<file path="src/rtl/control_unit.sv">
// Multi-cycle control unit for a 16-bit-instruction, 8-bit-address processor.
// Sequences FETCH/DECODE/EXEC(/MEM) and drives datapath and RAM controls.
module control_unit #(
  parameter logic [7:0] RESET_PC = 8'h00
) (
  input  logic        clk,
  input  logic        rst_n,
  output logic [7:0]  instr_addr,
  input  logic [15:0] instr_data,
  output logic [7:0]  ram_addr,
  output logic        ram_we,
  output logic        write_alu,
  output logic        is_load,
  output logic        alu_imm_flag,
  output logic [2:0]  alu_opcode,
  output logic [7:0]  imm_data,
  output logic [3:0]  write_addr,
  output logic [3:0]  ra_addr,
  output logic [3:0]  rb_addr,
  output logic        write_en,
  input  logic        alu_zero,
  input  logic        alu_carry,
  output logic [7:0]  pc,
  output logic        halted
);

  typedef enum logic [2:0] {
    S_FETCH  = 3'd0,
    S_DECODE = 3'd1,
    S_EXEC   = 3'd2,
    S_MEM    = 3'd3,
    S_HALT   = 3'd4
  } state_t;

  localparam logic [3:0] OP_LDI  = 4'h8;
  localparam logic [3:0] OP_LD   = 4'h9;
  localparam logic [3:0] OP_ST   = 4'hA;
  localparam logic [3:0] OP_JMP  = 4'hB;
  localparam logic [3:0] OP_BZ   = 4'hC;
  localparam logic [3:0] OP_BC   = 4'hD;
  localparam logic [3:0] OP_ADDI = 4'hE;
  localparam logic [3:0] OP_HALT = 4'hF;
  localparam logic [2:0] ALU_ADD = 3'd0;

  state_t      state_q, state_d;
  logic [15:0] ir_q;
  logic [7:0]  pc_q;
  logic        z_q, c_q;

  logic [3:0] op, rd, ra, rb;
  logic [7:0] imm8;
  logic       branch_taken;
  logic       flags_update;

  assign op   = ir_q[15:12];
  assign rd   = ir_q[11:8];
  assign ra   = ir_q[7:4];
  assign rb   = ir_q[3:0];
  assign imm8 = ir_q[7:0];

  assign branch_taken = (op == OP_JMP) || (op == OP_BZ && z_q) || (op == OP_BC && c_q);
  assign flags_update = !op[3] || (op == OP_ADDI);

  assign instr_addr = pc_q;
  assign pc         = pc_q;
  assign halted     = (state_q == S_HALT);

  always_ff @(posedge clk or negedge rst_n) begin
    if (!rst_n) begin
      state_q <= S_FETCH;
      ir_q    <= 16'h0000;
      pc_q    <= RESET_PC;
      z_q     <= 1'b0;
      c_q     <= 1'b0;
    end else begin
      state_q <= state_d;
      if (state_q == S_DECODE) begin
        ir_q <= instr_data;
        pc_q <= pc_q + 8'd1;
      end
      // Taken branches land after the DECODE increment, so they simply overwrite pc.
      if (state_q == S_EXEC) begin
        if (branch_taken) pc_q <= imm8;
        if (flags_update) begin
          z_q <= alu_zero;
          c_q <= alu_carry;
        end
      end
    end
  end

  always_comb begin
    state_d      = state_q;
    ram_addr     = 8'h00;
    ram_we       = 1'b0;
    write_alu    = 1'b0;
    is_load      = 1'b0;
    alu_imm_flag = 1'b0;
    alu_opcode   = 3'd0;
    imm_data     = 8'h00;
    write_addr   = 4'h0;
    ra_addr      = 4'h0;
    rb_addr      = 4'h0;
    write_en     = 1'b0;
    case (state_q)
      S_FETCH:  state_d = S_DECODE;
      S_DECODE: state_d = S_EXEC;
      S_EXEC: begin
        state_d = S_FETCH;
        if (!op[3]) begin
          write_en   = 1'b1;
          write_alu  = 1'b1;
          alu_opcode = op[2:0];
          write_addr = rd;
          ra_addr    = ra;
          rb_addr    = rb;
        end else begin
          case (op)
            OP_LDI: begin
              write_en   = 1'b1;
              imm_data   = imm8;
              write_addr = rd;
            end
            OP_LD: begin
              ram_addr = imm8;
              state_d  = S_MEM;
            end
            OP_ST: begin
              ram_we   = 1'b1;
              ram_addr = imm8;
              ra_addr  = rd;
            end
            OP_ADDI: begin
              write_en     = 1'b1;
              write_alu    = 1'b1;
              alu_imm_flag = 1'b1;
              alu_opcode   = ALU_ADD;
              ra_addr      = rd;
              write_addr   = rd;
              imm_data     = imm8;
            end
            OP_HALT: state_d = S_HALT;
            default: state_d = S_FETCH;
          endcase
        end
      end
      S_MEM: begin
        state_d    = S_FETCH;
        ram_addr   = imm8;
        is_load    = 1'b1;
        write_en   = 1'b1;
        write_addr = rd;
      end
      S_HALT:  state_d = S_HALT;
      default: state_d = S_FETCH;
    endcase
  end

endmodule

</file>
<file path="config.mk">
export PLATFORM = sky130hd
export DESIGN_NAME = control_unit
export DESIGN_NICKNAME = d
export VERILOG_FILES = /design/src/rtl/control_unit.sv
export SDC_FILE = /design/constraint.sdc
export NUM_CORES = 1
export LEC_CHECK = 0
export CELL_PAD_IN_SITES_DETAIL_PLACEMENT = 0
export CELL_PAD_IN_SITES_GLOBAL_PLACEMENT = 2
export CORE_AREA = 4 4 88 90
export DETAILED_ROUTE_END_ITERATION = 10
export DIE_AREA = 0 0 92 94
export GPL_ROUTABILITY_DRIVEN = 1
export GPL_TIMING_DRIVEN = 0
export PLACE_DENSITY_LB_ADDON = 0.1
export SYNTH_ARGS = -nofsm -noshare
export SYNTH_HDL_FRONTEND = slang
export SYNTH_SLANG_ARGS = --single-unit
</file>
<file path="constraint.sdc">
create_clock -name clk -period 1.7 [get_ports clk]
set_input_delay 0.34 -clock clk [delete_from_list [all_inputs] [get_ports clk]]
set_output_delay 0.34 -clock clk [all_outputs]
set_load 0.02 [all_outputs]
</file>
==> flow_summary_export.csv <==
group,metric,value,unit
placement,dp_slack,-0.8983,ns
drt,detail_route.vias_per_cell,4.382,
setup_path,cp_slowest_cell,"dfrtp_2",
setup_path,r2r_end,"instr_addr[1]",
setup_path,end_kind,"output port",
floorplan,core,7059,um2
drt,detail-route-antenna-nets,0,
placement,portBuffers,72,
global_route,grt_first_pass_wirelength,8866,um
drt,route.vias.total,1630,
global_route,grt_max_degree,30,
timing,fin_crit_sh,120.7,%
setup_path,slowest_delay,0.45,ns
clock_tree,cts.sinks,29,
clock_tree,holdBufCountCts,0,
setup_path,crit_arrival,1.71,ns
global_route,grt_antenna_before_repair,0,
floorplan,dieArea,8648,um2
final_layout,syn_to_final_growth,100.7,%
clock_tree,cts-buffers-inserted,5,
drt,drc,0,
timing,fin_skew,0.001815,ns
timing,final-hold-violation-count,0,
timing,tns,-9.933,ns
timing,worstMarginPinSlew,0.6811,ns
synth,netlist_area,1697,um2
timing,period_minus_slack,2.051,ns
floorplan,num_rows,31,
global_route,first_global_vias,1732,
setup_path,worst-setup-path-type,"reg -> out",
setup_path,critPathLaunchType,"flop",
final_layout,drive_gt1_share,65.57,%
final_layout,fin_area,3406,um2
worst_hold_path,hp-class,"in -> async",
power_and_ir_drop,power_leakage,1.613,nW
synth,ys_seq_area_share,42.77,%
timing,rsz0062_at_grt,"yes",
final_layout,register_area,737.0,um2
setup_path,reg2reg_from,"state_q[1]",
drt,drt_wl_total,5902,um
clock_tree,htreeDepth,2,
synth,avgSynthCellArea,11.16,um2
setup_path,crit_top_cell,"buf_6",
timing,setup_viol,59,
final_layout,nets,294,
synth,synth_area_leaders,"dfrtp_1, mux2_2, and2_1",
drt,first_pass_iters,4,
setup_path,cp_cell_sequence,"xnor2_2 -> nand2b_1 -> nor2_4 -> buf_6 -> buf_6 -> and2_4 -> buf_6",
setup_path,cp_max_fo,4,
final_layout,multiInputGateArea,1127,um2
timing,max_slew_margin,54.59,%
power_and_ir_drop,peakVddDrop,0.6879,mV
synth,synth_top_area_share,42.77,%
clock_tree,cts_tree,"built",
status,status,"finished with violations",
timing,slew_viol_final,0,
global_route,grt_usage,13.37,%
floorplan,start_util,24.03,%
setup_path,crit_family,"simple AND/OR/NAND/NOR gates",
synth,yosys.area.top_type,"dfrtp_1",
setup_path,crit_buf_inv,3,
clock_tree,path_clk_slew,0.06,ns
drt,drt_first_iter_violations,18,
setup_path,r2r_slack,-0.16,ns
final_layout,fillCellCount,670,
setup_path,worstPathRequired,1.36,ns
timing,clock.fmax,0.4875,GHz
synth,syn_inst,152,
synth,ys_types,36,
floorplan,ios,73,
clock_tree,clock_latency,0.27,ns
clock_tree,cts.path.max_buffers,2,
placement,place.gp.congestion,0.7413,
drt,post_drt_wl_per_cell,15.87,um
final_layout,n_antenna_cell,0,
placement,dp_hpwl,3644,um
synth,synth_warnings,0,
final_layout,final_util,48.25,%
power_and_ir_drop,fin_total_pwr,6.551,mW
clock_tree,cts_root_buf,"clkbuf_8",
timing,timing.hold.ws,0.1010,ns
synth,synth-seq-cells,29,
synth,synth_nets,173,
floorplan,die_w,92,um
status,violations,"negative setup slack",
flow_run,drv_cap,0,
placement,dpl.cell_count,323,
power_and_ir_drop,power_density,1924,nW/um2
global_route,gr-total-overflow,0,
timing,worst_slack,-0.3513,ns
floorplan,die_height,94,um
placement,dpl_cell_area,2551,um2
setup_path,r2r_cells,6,
final_layout,post_layout_nonfiller_instances,372,
-- worst max-delay path by stage --
stage | endpoint | start | slack (ns) | cells after the start
finish | imm_data[4] | ir_q[13] | -0.35 | 7
global route | imm_data[4] | ir_q[13] | -0.42 | 7
CTS | imm_data[2] | ir_q[13] | -0.40 | 8
detailed placement | imm_data[2] | ir_q[14] | -0.90 | 6
global placement | ram_addr[0] | ir_q[14] | -0.84 | 6
floorplan | ra_addr[0] | state_q[2] | -0.01 | 4
-- cells in the mapped netlist --
library cell / instances
a21oi_1: 2
and3_1: 2
nor3_1: 1
a41o_1: 1
inv_1: 1
nor3b_4: 1
o21ai_2: 1
nand4bb_1: 1
nand3b_1: 2
nand2b_2: 1
and2_1: 28
nor3b_1: 2
ha_1: 1
nor3b_2: 1
buf_4: 11
xnor2_1: 7
clkbuf_1: 1
mux2_2: 27
xor2_1: 2
dfrtp_1: 29
nor2_1: 5
a21o_1: 1
nand2_1: 3
nor2b_1: 1
a211oi_1: 1
a31oi_1: 1
mux2i_1: 1
a22o_1: 4
and4_1: 1
clkbuf_2: 1
and3b_1: 1
nand2b_1: 3
nand3_1: 2
nor2_2: 1
buf_2: 2
nand4_1: 2
-- cell type report --
type / count / share of cell area, %
Clock buffer: 7 / 2.535
Timing Repair Buffer: 117 / 35.53
Tap cell: 99 / 3.637
Sequential cell: 29 / 21.64
Buffer: 12 / 3.453
Inverter: 1 / 0.1102
Multi-Input combinational cell: 107 / 33.10
-- report_power, final --
part	total [mW]	internal, mW	leakage (nW)	switching [mW]
registers	1.55	1.06	0.335	0.485
clock network	0.564	0.320	0.0443	0.244
logic	4.44	2.64	1.23	1.80
-- cells by family (layout without fill, tap and decap cells) --
kind of cell	count (synthesis)	count (layout)	synth area share [%]
AOI/OAI and AO/OA	11	11	5.015
and+or+nand+nor	58	58	22.12
muxes	28	28	18.51
buffers and inverters	16	137	6.194
DFF	29	29	42.77
adders and majority gates	1	1	0.7373
xor gates and xnor gates	9	9	4.646
-- layer usage --
| metal | vias to the layer above | global-route usage (%) | wire length [um] |
|---|---|---|---|
| met5 | - | 0 | 0 |
| met4 | 0 | 4.703 | 85 |
| met3 | 8 | 3.926 | 350 |
| met2 | 56 | 23.60 | 3012 |
| met1 | 803 | 15.38 | 2453 |
| li1 | 763 | - | - |
-- sequential cells by signal, indices dropped and copies added (netlist names) --
register and count:
ir_q 16, instr_addr 8, state_q 3, z_q 1
c_q 1
-- timing repair --
action | in CTS | in global routing
gates cloned | 1 | 1
pin swaps | 23 | 16
resized for setup | 277 | 61
buffers inserted | 32 | 12
endpoints found under the setup margin | 59 | 61
hold endpoints to repair | 0 | 0
-- worst register-to-register path: cells and delay by family (launching register included) --
| kind | cells | cell delay (ns) |
|---|---|---|
| mux | 2 | 0.54 |
| buf+inv | 3 | 0.42 |
| flops | 1 | 0.48 |
| simple gates | 1 | 0.30 |
-- layout by cell type (no fill, tap or decap), types with 4 or more instances in the layout --
master	n
mux2_4	20
mux2_2	7
xnor2_1	6
dfrtp_1	20
a22o_1	4
buf_6	55
and2_4	25
dlymetal6s2s_1	4
dlygate4sd2_1	9
clkdlybuf4s50_1	21
dfrtp_2	9
clkbuf_8	7
buf_4	32
(Power assumes the default switching activity.)
==> RTL edit 1, RTL diff (same flow settings) <==
Put a register stage on the output `alu_opcode`, cleared by the reset. The value now appears one clock later. The other outputs are not delayed to match.
--- a/src/rtl/control_unit.sv
+++ b/src/rtl/control_unit.sv
@@ -42,4 +42,6 @@
   localparam logic [3:0] OP_HALT = 4'hF;
   localparam logic [2:0] ALU_ADD = 3'd0;
+
+  logic [2:0] alu_opcode_d;
 
   state_t      state_q, state_d;
@@ -97,5 +99,5 @@
     is_load      = 1'b0;
     alu_imm_flag = 1'b0;
-    alu_opcode   = 3'd0;
+    alu_opcode_d = 3'd0;
     imm_data     = 8'h00;
     write_addr   = 4'h0;
@@ -111,5 +113,5 @@
           write_en   = 1'b1;
           write_alu  = 1'b1;
-          alu_opcode = op[2:0];
+          alu_opcode_d = op[2:0];
           write_addr = rd;
           ra_addr    = ra;
@@ -135,5 +137,5 @@
               write_alu    = 1'b1;
               alu_imm_flag = 1'b1;
-              alu_opcode   = ALU_ADD;
+              alu_opcode_d = ALU_ADD;
               ra_addr      = rd;
               write_addr   = rd;
@@ -157,4 +159,12 @@
   end
 
+  always_ff @(posedge clk or negedge rst_n) begin
+    if (!rst_n) begin
+      alu_opcode <= '0;
+    end else begin
+      alu_opcode <= alu_opcode_d;
+    end
+  end
+
 endmodule
 
Behaviour: not the same (a bounded check fails within 4 cycles, from zero or initial values and one cycle with rst_n low).
==> RTL edit 1 against the original RTL <==
The flow still finishes with violations (negative setup slack). Cell area decreased by 2.0%. Register-to-register slack improved by 0.16 ns. Sequential cell count increased by 3. Power decreased by 3.1%. Wire length decreased by 9.3%. Worst setup slack got worse by 0.017 ns. Area after synthesis increased by 6.0%. Via count decreased by 2.6%. Critical path type unchanged. Largest power group unchanged.
==> RTL edit 1: results <==
group,metric,value,unit
worst_setup_path,worst_path_largest_cell_delay,0.41,ns
worst_setup_path,crit_fanout,8,
logic_synthesis,postSynthNetCount,179,
logic_synthesis,post_synth_fa_ha_maj_area_fraction,0.00696,
logic_synthesis,syn_inst,158,
detailed_routing,detail_route.iter0.violations,39,
timing,hold_ws,0.122,ns
power_and_ir_drop,power.ir.vdd_worst,0.758,mV
logic_synthesis,synth.top_cells.by_area,"sky130_fd_sc_hd__dfrtp_1 45%, sky130_fd_sc_hd__mux2_2 17%, sky130_fd_sc_hd__and2_1 9.4%",
logic_synthesis,synth_xor_xnor_area_share,0.0438,
logic_synthesis,asyncSetResetFlopFracSynth,1.00,
layout,diodes,0,
logic_synthesis,netlist-cell-type-count,35,
detailed_routing,route.final.wire_length,5360,um
place,detailedPlace.worstSlack,-0.943,ns
global_route,grt_first_pass_wirelength,8300,um
logic_synthesis,synth_compound_gate_area_share,0.0445,
logic_synthesis,seq_total_area_yosys,0.445,
place,port_buffers,72,
timing,worst-slew-pin-transition,0.755,ns
worst_setup_path,rrSetupSlack,0,ns
detailed_routing,drt_pass1_iterations,4,
outcome,run_status,"complete, but fails checks",
cts,cts.clk_slew.worst_paths,0.07,ns
layout,drive_above_1_share,0.638,
logic_synthesis,synth_warnings,0,
layout,largest_reg_flops,16,
outcome,violations,"negative setup slack",
place,gpl.final_weighted_congestion,0.655,
cts,numCtsBuffers,5,
timing,clock-skew-final,0.00409,ns
global_route,largest_net_degree_at_the_start_of_global_routing,33,
cts,clk_root_buffer_cell,"sky130_fd_sc_hd__clkbuf_8",
power_and_ir_drop,power.static_leakage,0.00155,uW
place,placed_cells,329,
timing,timing.final.setup_violations,36,
layout,post_layout_nonfiller_instances,370,
place,post-dp-hpwl,3700,um
logic_synthesis,synth_common_cells,"32 x sky130_fd_sc_hd__dfrtp_1, 27 x sky130_fd_sc_hd__and2_1, 27 x sky130_fd_sc_hd__mux2_2, 10 x sky130_fd_sc_hd__buf_4, 8 x sky130_fd_sc_hd__xnor2_1",
detailed_routing,via_per_inst,4.29,
layout,finalNetCount,291,
global_route,grtUsageTotal,0.125,
global_route,grt_pass1_vias,1592,
place,dpl_cell_area,2730,um2
cts,ctsHtreeMaxLevel,2,
logic_synthesis,synth.mux.area_fraction,0.175,
timing,setup_ws,-0.369,ns
global_route,initial_antenna_violation_count,0,
worst_setup_path,critical_path_arrival,1.73,ns
cts,clk-insertion-delay-late,0.28,ns
## RTL edit 1: cell types whose count changed in the layout (fill, tap and decap cells not counted), moves of 2 or more
cell                              delta
sky130_fd_sc_hd__a22o_4              +4
sky130_fd_sc_hd__and2_4              -3
sky130_fd_sc_hd__and2_1              +2
sky130_fd_sc_hd__buf_6              -18
sky130_fd_sc_hd__mux2_4             -12
sky130_fd_sc_hd__mux2_2             +12
sky130_fd_sc_hd__nand2_1             +3
sky130_fd_sc_hd__buf_2               +2
sky130_fd_sc_hd__dfrtp_1             +2
sky130_fd_sc_hd__buf_4               +6
sky130_fd_sc_hd__clkdlybuf4s50_1     +3
sky130_fd_sc_hd__a22o_1              -4
sky130_fd_sc_hd__nand2_2             -2
sky130_fd_sc_hd__nor3b_2             +2
## RTL edit 1: path summary, 6_finish.rpt
| path | start | end | depth (start not counted) |
|---|---|---|---|
| worst min-delay path | rst_n | ir_q[1] | 1 |
| worst max register to register | state_q[0] | instr_addr[1] | 8 |
| worst max-delay path | state_q[2] | imm_data[6] | 6 |
| max in group asynchronous | rst_n | instr_addr[0] | 1 |
| worst min register to register | z_q | z_q | 1 |
| min in group clk | z_q | z_q | 1 |
## RTL edit 1: logic make-up after synthesis
logic type / Yosys count
AO/OA/AOI/OAI: 10
XOR/XNOR: 9
adder cells (fa/ha/maj): 1
buffers and inverters: 17
flip-flops: 32
multiplexers: 28
AND/OR/NAND/NOR: 61
## RTL edit 1: per-layer routing
metal  routed length, um  vias up  GRT usage
li1                    -      757          -
met1                2170      781      0.141
met2                2820       42      0.227
met3                 260        8     0.0329
met4                 104        0     0.0446
met5                   0        -          0
## RTL edit 1: worst max-delay path: cells and delay by family, from the launching register on
| family | cells | cell delay, ns |
|---|---|---|
| buf+inv | 2 | 0.24 |
| flops | 1 | 0.41 |
| simple gates | 4 | 0.81 |
## RTL edit 1: area by class of cell
| class | instances | area, um2 |
|---|---|---|
| Buffer | 12 | 108 |
| Clock buffer | 8 | 90.1 |
| Fill cell | 686 | 3720 |
| Inverter | 1 | 3.75 |
| Multi-Input combinational cell | 109 | 1110 |
| Sequential cell | 32 | 813 |
| Tap cell | 99 | 124 |
| Timing Repair Buffer | 109 | 1090 |
## RTL edit 1: per-stage QoR
step | utilization | setup TNS [ns]
6_report | 0.473 | -9.09
5_1_grt | 0.473 | -12.12
4_1_cts | 0.453 | -9.77
3_5_place_dp | 0.386 | -24.80
3_3_place_gp | 0.387 | -40.20
2_1_floorplan | - | -0.859
## RTL edit 1: report_power, final
part,total (uW),switching [uW],internal [uW]
sequential,1630,480,1150
combinational,4110,1700,2420
clock,600,270,330
## RTL edit 1: timing repair
action | CTS | global route
gates resized for setup | 259 | 19
gates cloned | 1 | 0
pin swaps | 16 | 17
setup buffers | 25 | 11
setup endpoints to repair | 54 | 47
==> RTL edit 2, RTL diff (same settings) <==
Made on the original files. Re-encode `state_t` (5 states) as one-hot, 5 bits wide.
--- a/src/rtl/control_unit.sv
+++ b/src/rtl/control_unit.sv
@@ -25,10 +25,10 @@
 );
 
-  typedef enum logic [2:0] {
-    S_FETCH  = 3'd0,
-    S_DECODE = 3'd1,
-    S_EXEC   = 3'd2,
-    S_MEM    = 3'd3,
-    S_HALT   = 3'd4
+  typedef enum logic [4:0] {
+    S_FETCH  = 5'b00001,
+    S_DECODE = 5'b00010,
+    S_EXEC   = 5'b00100,
+    S_MEM    = 5'b01000,
+    S_HALT   = 5'b10000
   } state_t;
 
Behaviour: same outputs for any inputs over 10 cycles, from zero or initial values and one cycle with rst_n low; not proved beyond that.
==> RTL edit 2 against the original RTL <==
The run still ends with negative setup slack left. Sequential power barely moved. Clock skew increased by 0.0055 ns. Critical endpoint is now imm_data[6]. Clock power grew 5.1%. Area after synthesis increased by 3.9%. Worst setup slack worse by 0.19 ns. Cell area rose by 4.1%. Sequential cell count rose by 2. Power is 24% lower. Non-clock buffer count down 6. Wire length increased by 4.2%. Via count up 7.8%.
==> RTL edit 2: results <==
group,metric,value,unit
outcome,run_status,"complete, but fails checks",
outcome,violations,"negative setup slack",
layout,diodes,0,
power_and_ir_drop,share_seq_of_total_power,0.313,
power_and_ir_drop,power.net_switching,2060,uW
detailed_routing,via_per_inst,4.30,
cts,cts.clk_slew.worst_paths,0.07,ns
power_and_ir_drop,power.ir.vdd_worst,0.465,mV
worst_setup_path,crit_fanout,5,
logic_synthesis,syn_inst,196,
global_route,grt_pass1_vias,1863,
logic_synthesis,netlist-cell-type-count,34,
logic_synthesis,synth.top_cells.by_area,"sky130_fd_sc_hd__dfrtp_1 43%, sky130_fd_sc_hd__nand2_1 11%, sky130_fd_sc_hd__mux2_2 6.4%",
power_and_ir_drop,p_comb,2810,uW
layout,nNonClkBuffers,123,
timing,clock-skew-final,0.00736,ns
power_and_ir_drop,power.static_leakage,0.00171,uW
layout,finalNetCount,331,
layout,drive_above_1_share,0.577,
logic_synthesis,synth_common_cells,"54 x sky130_fd_sc_hd__nand2_1, 30 x sky130_fd_sc_hd__dfrtp_1, 16 x sky130_fd_sc_hd__and2_1, 13 x sky130_fd_sc_hd__nor2b_1, 10 x sky130_fd_sc_hd__mux2_2",
layout,inv_count,3,
layout,fraction_of_area_in_multi_input_gates,0.356,
detailed_routing,route.final.wire_length,6150,um
logic_synthesis,postSynthRegisterBits,31,
logic_synthesis,postSynthNetCount,217,
global_route,grtUsageTotal,0.144,
global_route,largest_net_degree_at_the_start_of_global_routing,32,
timing,setup_ws,-0.544,ns
place,post-dp-hpwl,3940,um
layout,clkbuf_count,6,
layout,seq_share,0.221,
detailed_routing,detail_route.iter0.violations,48,
place,placed_cells,367,
layout,nMultiInputCombCells,146,
global_route,grt_first_pass_wirelength,9690,um
logic_synthesis,seq_total_area_yosys,0.441,
place,gpl.final_weighted_congestion,0.703,
layout,post_layout_nonfiller_instances,409,
layout,fill_cells,709,
timing,timing.final.setup_violations,63,
layout,layout.nonclk_buf_frac,0.357,
place,dpl_cell_area,2690,um2
worst_setup_path,critical_path_arrival,1.90,ns
timing,worst-slew-pin-transition,0.753,ns
layout,clock_tree_area_fraction,0.0247,
==> RTL edit 2: timing repair <==
action / 4_1_cts / 5_1_grt
gates cloned: 0 / 1
setup buffers: 18 / 19
resized for setup: 255 / 94
pin swaps: 18 / 25
endpoints found under the setup margin: 66 / 68
hold buffers: 0 / 0
==> RTL edit 2: through the flow <==
stage	power, uW	TNS [ns]	utilization	worst slack, ns
3_5_place_dp	3590	-30.90	0.381	-1.00
5_1_grt	5310	-28.62	0.502	-0.646
2_1_floorplan	2770	-3.86	-	-0.256
3_3_place_gp	3590	-44.94	0.382	-1.07
4_1_cts	4550	-22.48	0.448	-0.558
6_report	4950	-23.88	0.502	-0.544
==> RTL edit 2: final timing paths <==
| path | startpoint | end | slack [ns] | cells past startpoint |
|---|---|---|---|---|
| min reg2reg | ir_q[9] | ir_q[9] | 0.51 | 2 |
| min | rst_n | ir_q[13] | 0.12 | 1 |
| max in group asynchronous | rst_n | instr_addr[2] | 1.04 | 1 |
| max | state_q[4] | imm_data[6] | -0.54 | 7 |
| min in group clk | ir_q[9] | ir_q[9] | 0.51 | 2 |
| max reg2reg | state_q[3] | instr_addr[1] | -0.49 | 9 |
==> RTL edit 2: kinds of logic after synthesis <==
family	count (synthesis)	share of synthesized area
adders and majority gates	1	0.00710
AOI/OAI and AO/OA	10	0.0426
DFF	31	0.441
muxes	12	0.0759
and+or+nand+nor	114	0.320
buffers and inverters	19	0.0688
xor gates and xnor gates	9	0.0447
==> RTL edit 2: metal layers <==
metal | global-route usage | wire, um | vias up
li1 | - | - | 870
met1 | 0.188 | 2800 | 828
met2 | 0.237 | 2980 | 50
met3 | 0.0353 | 294 | 9
met4 | 0.0396 | 80 | 0
met5 | 0 | 0 | -
